### src/rtl/if_stage_pipe.sv
// Instruction-fetch stage and IF/ID pipeline register for the pipelined KGP-RISC core.
// Owns the PC, presents it to instruction memory and captures the fetched word into IF/ID.
module if_stage_pipe #(
    parameter logic [31:0] RESET_PC  = 32'h0000_0000,
    parameter logic [31:0] NOP_INSTR = 32'h0000_0000,
    parameter int          CNT_W     = 16
) (
    input  logic             clk,
    input  logic             rst,
    input  logic             pc_write,
    input  logic             if_id_write,
    input  logic             flush,
    input  logic [31:0]      branch_target,
    output logic [31:0]      imem_addr,
    input  logic [31:0]      imem_rdata,
    output logic [31:0]      if_id_pc,
    output logic [31:0]      if_id_pc_plus4,
    output logic [31:0]      if_id_instr,
    output logic             if_id_valid,
    output logic [CNT_W-1:0] stall_count,
    output logic [CNT_W-1:0] flush_count
);

    // Hold/flush semantics: flush redirects the PC and squashes IF/ID regardless
    // of the write enables; otherwise pc_write advances the PC and if_id_write
    // loads IF/ID, each independently; a deasserted enable holds its register.

    localparam logic [CNT_W-1:0] CNT_MAX = {CNT_W{1'b1}};

    logic [31:0] pc;
    logic [31:0] pc_plus4;

    assign pc_plus4  = pc + 32'd4;
    assign imem_addr = pc;

    always_ff @(posedge clk) begin
        if (rst) begin
            pc <= RESET_PC;
        end else if (flush) begin
            pc <= branch_target;
        end else if (pc_write) begin
            pc <= pc_plus4;
        end
    end

    // The instruction behind a taken branch is on the wrong path, so flush beats if_id_write.
    always_ff @(posedge clk) begin
        if (rst || flush) begin
            if_id_instr    <= NOP_INSTR;
            if_id_pc       <= 32'd0;
            if_id_pc_plus4 <= 32'd0;
            if_id_valid    <= 1'b0;
        end else if (if_id_write) begin
            if_id_instr    <= imem_rdata;
            if_id_pc       <= pc;
            if_id_pc_plus4 <= pc_plus4;
            if_id_valid    <= 1'b1;
        end
    end

    // A cycle with flush counts only as a flush, never as a stall.
    always_ff @(posedge clk) begin
        if (rst) begin
            stall_count <= '0;
            flush_count <= '0;
        end else begin
            if (flush) begin
                if (flush_count != CNT_MAX) begin
                    flush_count <= flush_count + 1'b1;
                end
            end else if (!pc_write) begin
                if (stall_count != CNT_MAX) begin
                    stall_count <= stall_count + 1'b1;
                end
            end
        end
    end

endmodule

### config.mk
export PLATFORM = sky130hd
export DESIGN_NAME = if_stage_pipe
export DESIGN_NICKNAME = d
export VERILOG_FILES = /design/src/rtl/if_stage_pipe.sv
export SDC_FILE = /design/constraint.sdc
export NUM_CORES = 1
export LEC_CHECK = 0
export CORE_ASPECT_RATIO = 0.5
export CORE_MARGIN = 2
export CORE_UTILIZATION = 47
export CTS_CLUSTER_DIAMETER = 200
export DETAILED_ROUTE_END_ITERATION = 8
export GPL_ROUTABILITY_DRIVEN = 0
export GPL_TIMING_DRIVEN = 1
export PLACE_DENSITY = 0.91
export SKIP_CTS_REPAIR_TIMING = 1
export SLEW_MARGIN = 15
export SYNTH_ARGS = -nofsm -noshare
export SYNTH_HDL_FRONTEND = slang
export SYNTH_SLANG_ARGS = --single-unit
### constraint.sdc
create_clock -name clk -period 2.2 [get_ports clk]
set_clock_uncertainty 0.2 [all_clocks]
set_input_delay 0.44 -clock clk [delete_from_list [all_inputs] [get_ports clk]]
set_output_delay 0.44 -clock clk [all_outputs]
set_load 0.05 [all_outputs]
After elaboration in Yosys (flattened, before gate mapping) --
Index checks and enable logic that the tools add are counted.
Storage, ports and cells: output and inout port bits 161, bits of input ports 69, flip-flop bits (word level) 161, logic and storage cells 20
Cells by class: bitwise logic cells 2, add/subtract/negate cells 3, reductions and logical operators 4, eq/ne operators 2, multiplexer cells 2
Operator list (number):
- $mux W32 | 2
- $add A16 B1 Y16 const B | 2
- $add A32 B3 Y32 const B | 1
- $ne A16 B16 Y1 const B | 2
- $reduce_and A3 Y1 | 1
- $not A1 Y1 | 2
- $reduce_and A2 Y1 | 1
- $reduce_bool A2 Y1 | 1
- $logic_or A1 B1 Y1 | 1

Logic depth before layout (Yosys ltp) --
Gate-level depths: netlist (run 1).
depth in word-level cells 3, gate-level depth with buffers 7, gate-level depth less buffers 6

Least setup slack after synthesis (run 1) --
No wires, ideal clock.
path type flip-flop to flip-flop, start point register pc[10], in the netlist imem_addr[10], end point register pc[21], in the netlist imem_addr[21], library setup time 0.091 ns, path buffers 1, required time 1.909 ns, data arrival time 2.086 ns, path slack -0.177 ns, stages on the path, launching flop included 6, period minus slack after synthesis 2.377 ns, cells stage by stage dfxtp_1 -> clkbuf_8 -> nand3_2 -> or4_4 -> or3_1 -> a311oi_1
On the way: cells in the longest elaborated chain, start to end 3
Ends and longest elaborated chain:
- start, declared | RTL line 30 | logic [31:0] pc;
- start signal, assigned | RTL line 40 | pc <= branch_target;
- start signal, assigned | RTL line 42 | pc <= pc_plus4;
- $add A32 B3 Y32 | RTL line 33 | assign pc_plus4 = pc + 32'd4;
- $mux W32 | RTL line 41 | end else if (pc_write) begin
- $mux W32 | RTL line 39 | end else if (flush) begin
No other way between the ends. The select of a mux whose other input is x is not followed. A chain may end at the register's enable or synchronous reset.

Worst setup path after layout (run 1) --
start point register pc[7], in the netlist imem_addr[7], end point register pc[16], in the netlist imem_addr[16]
Same word-level chain as after synthesis.

==> flow_metrics.py, run 1 <==
metrics = {
    "place": {
        "placed_cell_area_um2": 9670,
        "dp_hpwl_um": 15800,
        "port_buffers": 229,
    },
    "global_route": {
        "use_met2": 0.500,
        "grt_max_degree": 65,
        "grt-busiest-layer": "met2",
        "grt_pass1_vias": 7156,
        "met3_usage": 0.0766,
        "gr-total-overflow": 0,
        "grt_util_met1": 0.320,
        "grt_pass1_wl_um": 36600,
        "grt_util_all_layers": 0.284,
        "antenna_found_initial": 0,
    },
    "floorplanning": {
        "die_w_um": 178,
        "std_cell_rows": 31,
        "core-area_um2": 14600,
        "die_y_um": 91.0,
        "die-area_um2": 16200,
        "initial_core_util": 0.487,
        "ios": 230,
    },
    "min_path": {
        "min_path_type": "input port to flip-flop",
        "hold_start": "if_id_write",
    },
    "clock_network": {
        "insertion_delay_ps": 430,
        "cts.sinks": 159,
        "clk_path_buf_depth": 2,
        "ctsHtreeMaxLevel": 4,
        "cts_root_buffer": "clkbuf_16",
        "clkTransAtPathRegs_ps": 70,
        "tritoncts": "yes",
        "numCtsBuffers": 17,
    },
    "sta": {
        "slew_viol_final": 0,
        "holdWs_ps": 243,
        "fin_crit_ps": 2270,
        "finalSetupViolCount": 1,
        "post-route-period-util": 1.03,
        "tns_ps": -69.1,
        "fmax_ghz": 0.441,
        "finalWorstSetupSlack_ps": -69.1,
        "hold_violations": 0,
        "worst_slew_pin_slew_ps": 765,
        "slew_headroom": 0.490,
    },
    "yosys": {
        "yosys_warnings": 0,
        "ys_seq_area_frac": 0.447,
        "yosys.cell_count.top_type": "dfxtp_1",
        "syn_nets": 863,
        "synth_fa_ha_area_frac": 0.00527,
        "synth_top_area_share": 0.447,
        "synth-simple-area-share": 0.211,
        "synth_cell_types": 47,
        "ys_seq_elements": 159,
        "synth_compound_gate_area_share": 0.0976,
        "syn-cell-area_um2": 7120,
        "synth_edf_count": 0,
        "synth_mux_area_frac": 0.110,
        "synth_cells": 791,
        "synth_area_leaders": "dfxtp_1, mux2i_1, nor2_1",
        "synth_top_family_by_area": "simple AND/OR/NAND/NOR gates",
        "ys_top_cells_by_count": "dfxtp_1, nor2_1, mux2i_1, xor2_1, a21oi_1",
        "ys.flop_type": "dfxtp_1",
        "yosys.area.top_type": "dfxtp_1",
        "async_flop_share": 0,
        "synth.avg_cell_area_um2": 9.00,
        "synth_xor_area_frac": 0.0751,
    },
    "detailed_routing": {
        "drt_drc_violations_left": 0,
        "firstDrtPassIters": 7,
        "drt-total-wl_um": 25500,
        "final_antenna_net_count": 0,
        "viasPerCell": 5.95,
        "wl_per_cell_um": 20.4,
        "drt_iter0_drc": 722,
        "vias": 7423,
    },
    "finish": {
        "fin_area_um2": 10600,
        "nNetsFinal": 1108,
        "multi_input_area_um2": 3590,
        "areaGrowthSynthToFinish_pct": 48.8,
        "fillers": 930,
        "drive_gt1_frac": 0.200,
        "diodes": 0,
        "register_area_um2": 3230,
    },
    "run_status": {
        "status": "finished with violations",
        "violations": "setup timing",
    },
    "critical_path": {
        "crit_family": "simple AND/OR/NAND/NOR gates",
        "cp.arrival_ps": 2390,
        "cp_slowest_cell": "and4_1",
        "end_kind": "flip-flop",
        "crit_start": "imem_addr[7]",
        "crit_buf_inv": 0,
        "critPathKind": "flip-flop to flip-flop",
        "timing.rr.start": "imem_addr[7]",
        "cpPeakStageDelay_ps": 400,
        "crit_chain": "and4_1 > nand3_1 > nor3_1 > xnor2_1 > a211oi_1",
        "startpoint_type": "flip-flop",
        "cp_max_fo": 6,
        "cp.required_ps": 2320,
    },
    "pwr": {
        "vdd_drop_max_v": 0.000545,
        "power_uw": 7320,
        "p_leak_uw": 0.00588,
        "power_density_nw_per_um2": 691,
    },
    "job": {
        "cap_violations": 0,
    },
}
## layout make-up
cell class / instances / share of cell area
inverters: 7 / 0.00248
repair buffers: 289 / 0.273
flip-flops and latches: 159 / 0.305
clock buffers: 17 / 0.0402
clock inverters: 15 / 0.0165
well taps: 198 / 0.0234
multi-input cells: 562 / 0.339
## worst paths after layout
check | to | depth (start not counted) | slack [ps]
hold reg to reg | if_id_pc[28] | 2 | 290
setup reg to reg | imem_addr[16] | 5 | -70
hold / removal | if_id_pc_plus4[13] | 2 | 240
setup / recovery | imem_addr[16] | 5 | -70
## per-layer routing
layer	vias to the layer above	part of all wire
met5	-	0
met4	0	0.056
met3	154	0.11
met2	491	0.49
met1	3507	0.35
li1	3271	-
## layout by cell type, fill, tap and decap left out, types with 4 or more instances in the layout
master and instances:
nor2_1 141, mux2i_1 77, buf_4 116, inv_6 5, or3_1 16, nand4_1 20
xnor2_1 22, nor3b_1 4, inv_1 7, nand2_1 33, a311oi_1 6, xor2_1 39
a211oi_1 15, dlymetal6s2s_1 102, dfxtp_1 123, and3_1 12, dfxtp_2 36, and4_1 7
nand3_1 27, nor4_1 5, clkdlybuf4s50_1 66, a31oi_1 4, a21oi_1 36, buf_12 4
clkbuf_16 17, nor3_1 18, o21ai_0 33, o211ai_1 5
## power by group
group | leakage, uW | switching [uW] | internal [uW]
logic | 0.00428 | 729 | 444
clock network | 0.000285 | 1350 | 1710
registers | 0.00131 | 103 | 2980
## stage by stage
step           std cells  utilization  worst slack [ps]
6_report            1247        0.724             -69.1
3_3_place_gp        1212        0.661              -140
3_5_place_dp        1212        0.661              -192
5_1_grt             1247        0.724              -256
2_1_floorplan        791            -              4.75
4_1_cts             1244        0.702              -155
## logic make-up after synthesis
| group | count (synthesis) |
|---|---|
| xor+xnor | 61 |
| mux | 78 |
| simple gates | 306 |
| compound gates | 114 |
| buf+inv | 70 |
| flops | 159 |
| fa+ha+maj | 3 |
## state kept, by name, indices dropped and copies added, names as in the netlist
signal / flops
if_id_pc: 32
flush_count: 16
stall_count: 16
imem_addr: 32
if_id_pc_plus4: 30
if_id_valid: 1
if_id_instr: 32
## worst reg2reg max path, stage by stage, from the launching register on
cell      delay, ps
dfxtp_2         390
and4_1          400
nand3_1         350
nor3_1          360
xnor2_1         140
a211oi_1        300
(Power assumes the default switching activity.)
==> inputs of run 2 (changes only) <==
--- a/config.mk
+++ b/config.mk
@@ -6,7 +6,6 @@
 export NUM_CORES = 1
 export LEC_CHECK = 0
 export CORE_ASPECT_RATIO = 0.5
-export CORE_MARGIN = 2
 export CORE_UTILIZATION = 47
 export CTS_CLUSTER_DIAMETER = 200
 export DETAILED_ROUTE_END_ITERATION = 8
==> run 2 against run 1 <==
- the flow now finishes without violations
- worst hold slack better by 25 ps
- wire length fell by 6.0%
- sequential power is essentially flat
- cell area is 0.26% higher
- count of clock-buffer cells in the layout did not move
- combinational power about the same
- largest cell class unchanged
- largest power group is now the clock network
==> flow_metrics.py, run 2 (same netlist as run 1, synthesis figures left out) <==
metrics = {
    "global_route": {
        "grt_pass1_vias": 6683,
        "gr-total-overflow": 0,
        "grt_max_degree": 66,
        "grt_util_all_layers": 0.278,
        "antenna_found_initial": 0,
        "grt_pass1_wl_um": 34300,
    },
    "pwr": {
        "power_density_nw_per_um2": 707,
        "vdd_drop_max_v": 0.000667,
        "p_leak_uw": 0.00590,
    },
    "finish": {
        "fillers": 930,
        "layout_commonest_cell": "nor2_1",
        "drive_gt1_frac": 0.190,
        "fin_area_um2": 10600,
        "nNetsFinal": 1098,
        "final_cells": 1237,
        "diodes": 0,
        "areaGrowthSynthToFinish_pct": 49.2,
        "layout_common_cells": "nor2_1, dfxtp_1, dlymetal6s2s_1",
    },
    "sta": {
        "worst_slew_pin_slew_ps": 558,
        "fmax_ghz": 0.455,
        "fin_crit_ps": 2200,
        "tns_ps": 0,
        "post-route-period-util": 0.999,
        "holdWs_ps": 268,
        "slew_viol_final": 0,
        "finalSetupViolCount": 0,
        "hold_violations": 0,
        "slew_headroom": 0.628,
    },
    "detailed_routing": {
        "viasPerCell": 5.78,
        "wl_met1_um": 9400,
        "drt_drc_violations_left": 0,
        "wl_met2_um": 11400,
        "wl_met3_um": 2080,
        "firstDrtPassIters": 6,
        "drt-total-wl_um": 23900,
        "wl_per_cell_um": 19.4,
        "final_antenna_net_count": 0,
        "routed.top_layer": "met4",
        "drt_iter0_drc": 626,
        "vias": 7150,
    },
    "place": {
        "port_buffers": 229,
        "placed_cell_area_um2": 9670,
        "dp_hpwl_um": 15200,
        "dp_cells": 1205,
    },
    "clock_network": {
        "cts_root_buffer": "clkbuf_16",
        "clkTransAtPathRegs_ps": 70,
        "cts.sinks": 159,
        "tritoncts": "yes",
        "clk_path_buf_depth": 2,
        "ctsHtreeMaxLevel": 4,
        "insertion_delay_ps": 430,
        "numCtsBuffers": 17,
    },
    "critical_path": {
        "cp_slowest_cell": "dfxtp_2",
        "cpMostUsedCell": "buf_4",
        "crit_chain": "nand4_1 > buf_4 > nor3_1 > buf_4 > and4_1 > mux2i_1 > o22ai_1",
        "cpPeakStageDelay_ps": 440,
        "startpoint_type": "flip-flop",
        "crit_buf_inv": 2,
        "r2r_slack_ps": 3,
        "crit_family": "simple AND/OR/NAND/NOR gates",
        "cp.arrival_ps": 2290,
        "end_kind": "flip-flop",
        "critPathKind": "flip-flop to flip-flop",
        "cp.required_ps": 2290,
        "cp_max_fo": 9,
    },
    "job": {
        "cap_violations": 0,
    },
    "floorplanning": {
        "initial_core_util": 0.487,
        "die_y_um": 89.0,
        "die-area_um2": 15700,
        "ios": 230,
        "die_w_um": 176,
        "core-area_um2": 14600,
        "std_cell_rows": 31,
    },
    "min_path": {
        "min_path_type": "input port to flip-flop",
    },
    "run_status": {
        "status": "completed",
    },
}
run 2: cell count changes in the layout (fill, tap and decap cells not counted), sizes merged:
cell and change:
buf -11, bufinv +2, clkinvlp -2, clkinv -1
dlymetal6s2s +1, inv +1
run 2: layout make-up:
type | count | area (um2) | area share
multi-input combinational | 562 | 3590 | 0.338
inverter | 7 | 26.3 | 0.00247
tap | 198 | 248 | 0.0233
timing repair buffer | 279 | 2870 | 0.271
clock buffer | 17 | 425 | 0.0401
clock inverter | 15 | 220 | 0.0207
sequential | 159 | 3230 | 0.304
run 2: path summary, 6_finish.rpt:
kind | from | endpoint | cells after the start
worst min register to register | if_id_instr[4] | if_id_instr[4] | 2
worst max-delay path | imem_addr[15] | imem_addr[31] | 7
worst min-delay path | if_id_write | if_id_pc_plus4[13] | 2
worst max register to register | imem_addr[15] | imem_addr[31] | 7
run 2: per-layer routing:
metal  global-route usage  up-vias
li1                     -     3248
met1                0.338     3345
met2                0.479      429
met3               0.0561      128
met4                0.140        0
met5                    0        -
run 2: through the flow:
step | power (uW) | util | setup slack [ps]
after global routing | 7720 | 0.726 | -75.9
after CTS | 7500 | 0.705 | -175
after floorplan | 3830 | - | 4.75
after global placement | 4240 | 0.661 | -127
final | 7500 | 0.726 | 3.07
after detailed placement | 4270 | 0.661 | -272
run 2: power breakdown:
part           switching (uW)  leakage [uW]  total [uW]  internal (uW)
Clock                    1320      0.000314        3260           1940
Combinational             715       0.00427        1160            442
Sequential                107       0.00131        3090           2980
Total                    2140       0.00590        7500           5370
run 2: worst register-to-register path, cell delays in order, from the launching register on:
cell and delay [ps]:
dfxtp_2 440, nand4_1 220, buf_4 220, nor3_1 190
buf_4 180, and4_1 270, mux2i_1 230, o22ai_1 110
==> inputs of run 3 (changes only) <==
--- a/config.mk
+++ b/config.mk
@@ -12,6 +12,7 @@
 export GPL_ROUTABILITY_DRIVEN = 0
 export GPL_TIMING_DRIVEN = 1
 export PLACE_DENSITY = 0.91
+export REMOVE_ABC_BUFFERS = 1
 export SKIP_CTS_REPAIR_TIMING = 1
 export SLEW_MARGIN = 15
 export SYNTH_ARGS = -nofsm -noshare
==> run 3 against run 2 <==
- highest routed layer unchanged
- the flow now finishes with violations (DRC, setup timing)
- register-to-register slack lost 160 ps
- largest power group is now sequential cells
- clock power shrank 14%
- critical path depth shrank 1
- first-iteration DRC count grew 37%
==> flow_metrics.py, run 3 (same netlist as run 1, synthesis figures left out) <==
metrics = {
    "run_status": {
        "status": "finished with violations",
        "violations": "DRC, setup timing",
    },
    "critical_path": {
        "end_kind": "flip-flop",
        "rr_worst_depth": 6,
        "timing.rr.start": "imem_addr[5]",
        "crit_start": "imem_addr[5]",
        "regToRegEndpoint": "imem_addr[31]",
        "critPathKind": "flip-flop to flip-flop",
        "crit_buf_inv": 1,
        "crit_family": "simple AND/OR/NAND/NOR gates",
        "cp_max_fo": 12,
        "cp.depth": 6,
        "r2r_slack_ps": -160,
        "cp_slowest_cell": "dfxtp_1",
        "startpoint_type": "flip-flop",
        "cpPeakStageDelay_ps": 520,
        "cp.required_ps": 2270,
        "crit_end": "imem_addr[31]",
        "cp.arrival_ps": 2430,
        "crit_chain": "nand4_4 > nor4_2 > buf_4 > and4_1 > mux2i_1 > o22ai_1",
    },
    "global_route": {
        "antenna_found_initial": 0,
        "grt_util_all_layers": 0.291,
        "gr-total-overflow": 0,
        "grt_pass1_wl_um": 35900,
        "grt_max_degree": 65,
        "grt_pass1_vias": 7035,
    },
    "clock_network": {
        "cts_root_buffer": "clkbuf_16",
        "insertion_delay_ps": 430,
        "numCtsBuffers": 17,
        "tritoncts": "yes",
        "ctsHtreeMaxLevel": 4,
        "cts.sinks": 159,
        "clk_path_buf_depth": 2,
        "clkTransAtPathRegs_ps": 70,
    },
    "floorplanning": {
        "std_cell_rows": 31,
        "die_y_um": 89.0,
        "die_w_um": 176,
        "die-area_um2": 15700,
        "core-area_um2": 14600,
        "ios": 230,
        "initial_core_util": 0.487,
    },
    "job": {
        "cap_violations": 0,
    },
    "place": {
        "dp_hpwl_um": 15500,
        "port_buffers": 229,
        "dp_cells": 1221,
    },
    "pwr": {
        "vdd_drop_max_v": 0.000583,
        "p_leak_uw": 0.00580,
        "power_density_nw_per_um2": 673,
        "power_uw": 7090,
    },
    "finish": {
        "nNetsFinal": 1115,
        "layout_commonest_cell": "dfxtp_1",
        "fillers": 882,
        "areaGrowthSynthToFinish_pct": 48.0,
        "layout_common_cells": "dfxtp_1, nor2_1, buf_4",
        "drive_gt1_frac": 0.177,
        "final_cells": 1255,
    },
    "sta": {
        "finalSetupViolCount": 7,
        "worst_slew_pin_slew_ps": 766,
        "finalWorstSetupSlack_ps": -160,
        "holdWs_ps": 245,
        "post-route-period-util": 1.07,
        "hold_violations": 0,
        "fmax_ghz": 0.424,
        "slew_viol_final": 0,
        "fin_crit_ps": 2360,
        "slew_headroom": 0.489,
    },
    "min_path": {
        "hold_start": "if_id_write",
        "min_path_type": "input port to flip-flop",
    },
    "detailed_routing": {
        "drt_iter0_drc": 857,
        "firstDrtPassIters": 9,
        "vias": 7660,
        "drt-total-wl_um": 26900,
        "wl_per_cell_um": 21.4,
        "final_antenna_net_count": 0,
        "viasPerCell": 6.10,
        "drt_drc_violations_left": 2,
    },
}
[run 3: cell types whose count changed in the layout (fill, tap and decap cells not counted), sizes merged]
| cell | delta |
|---|---|
| diode | +1 |
| inv | -3 |
| dlymetal6s2s | -4 |
| clkbuf | +1 |
| clkinvlp | +4 |
| clkinv | +2 |
| bufinv | -4 |
| buf | +22 |
| clkdlybuf4s50 | -1 |
[run 3: power breakdown]
group | switching [uW] | internal [uW] | total [uW]
registers | 94.7 | 2980 | 3070
clock network | 1340 | 1460 | 2810
logic | 761 | 455 | 1220
total | 2200 | 4900 | 7090
[run 3: routing by layer]
| layer | track usage | vias to the layer above | wire length [um] |
|---|---|---|---|
| li1 | - | 3273 | - |
| met5 | 0 | - | 0 |
| met2 | 0.518 | 543 | 12900 |
| met1 | 0.328 | 3627 | 9670 |
| met4 | 0.167 | 0 | 1830 |
| met3 | 0.0676 | 217 | 2470 |
[run 3: how the worst min path moves through the flow]
| stage | slack (ps) | depth (start not counted) | to |
|---|---|---|---|
| 2_1_floorplan | 300 | 1 | imem_addr[25] |
| 3_3_place_gp | 250 | 2 | if_id_valid |
| 3_5_place_dp | 260 | 2 | if_id_valid |
| 4_1_cts | 240 | 3 | if_id_valid |
| 5_1_grt | 240 | 3 | if_id_valid |
| 6_report | 240 | 3 | if_id_valid |
[run 3: area by class of cell]
type                            instances  area [um2]  share of cell area
Tap cell                              198         248              0.0235
Clock inverter                         14         109              0.0103
Sequential cell                       159        3180               0.302
Timing Repair Buffer                  296        2940               0.279
Multi-Input combinational cell        562        3590               0.341
Antenna cell                            1        2.50            0.000238
Inverter                                7        30.0             0.00285
Clock buffer                           18         429              0.0407
[run 3: worst min-delay path: stages]
cell and delay [ps]:
buf_4 210, nor2_1 130, nor2_1 40
[run 3: per-stage QoR]
stage	worst slack [ps]	util	cell area [um2]	setup TNS [ps]
after global placement	-222	0.663	9690	-7640
after detailed placement	-273	0.663	9690	-10330
after CTS	-108	0.700	10200	-2640
after floorplan	-442	-	6760	-7130
final	-160	0.720	10500	-422
after global routing	-164	0.720	10500	-633
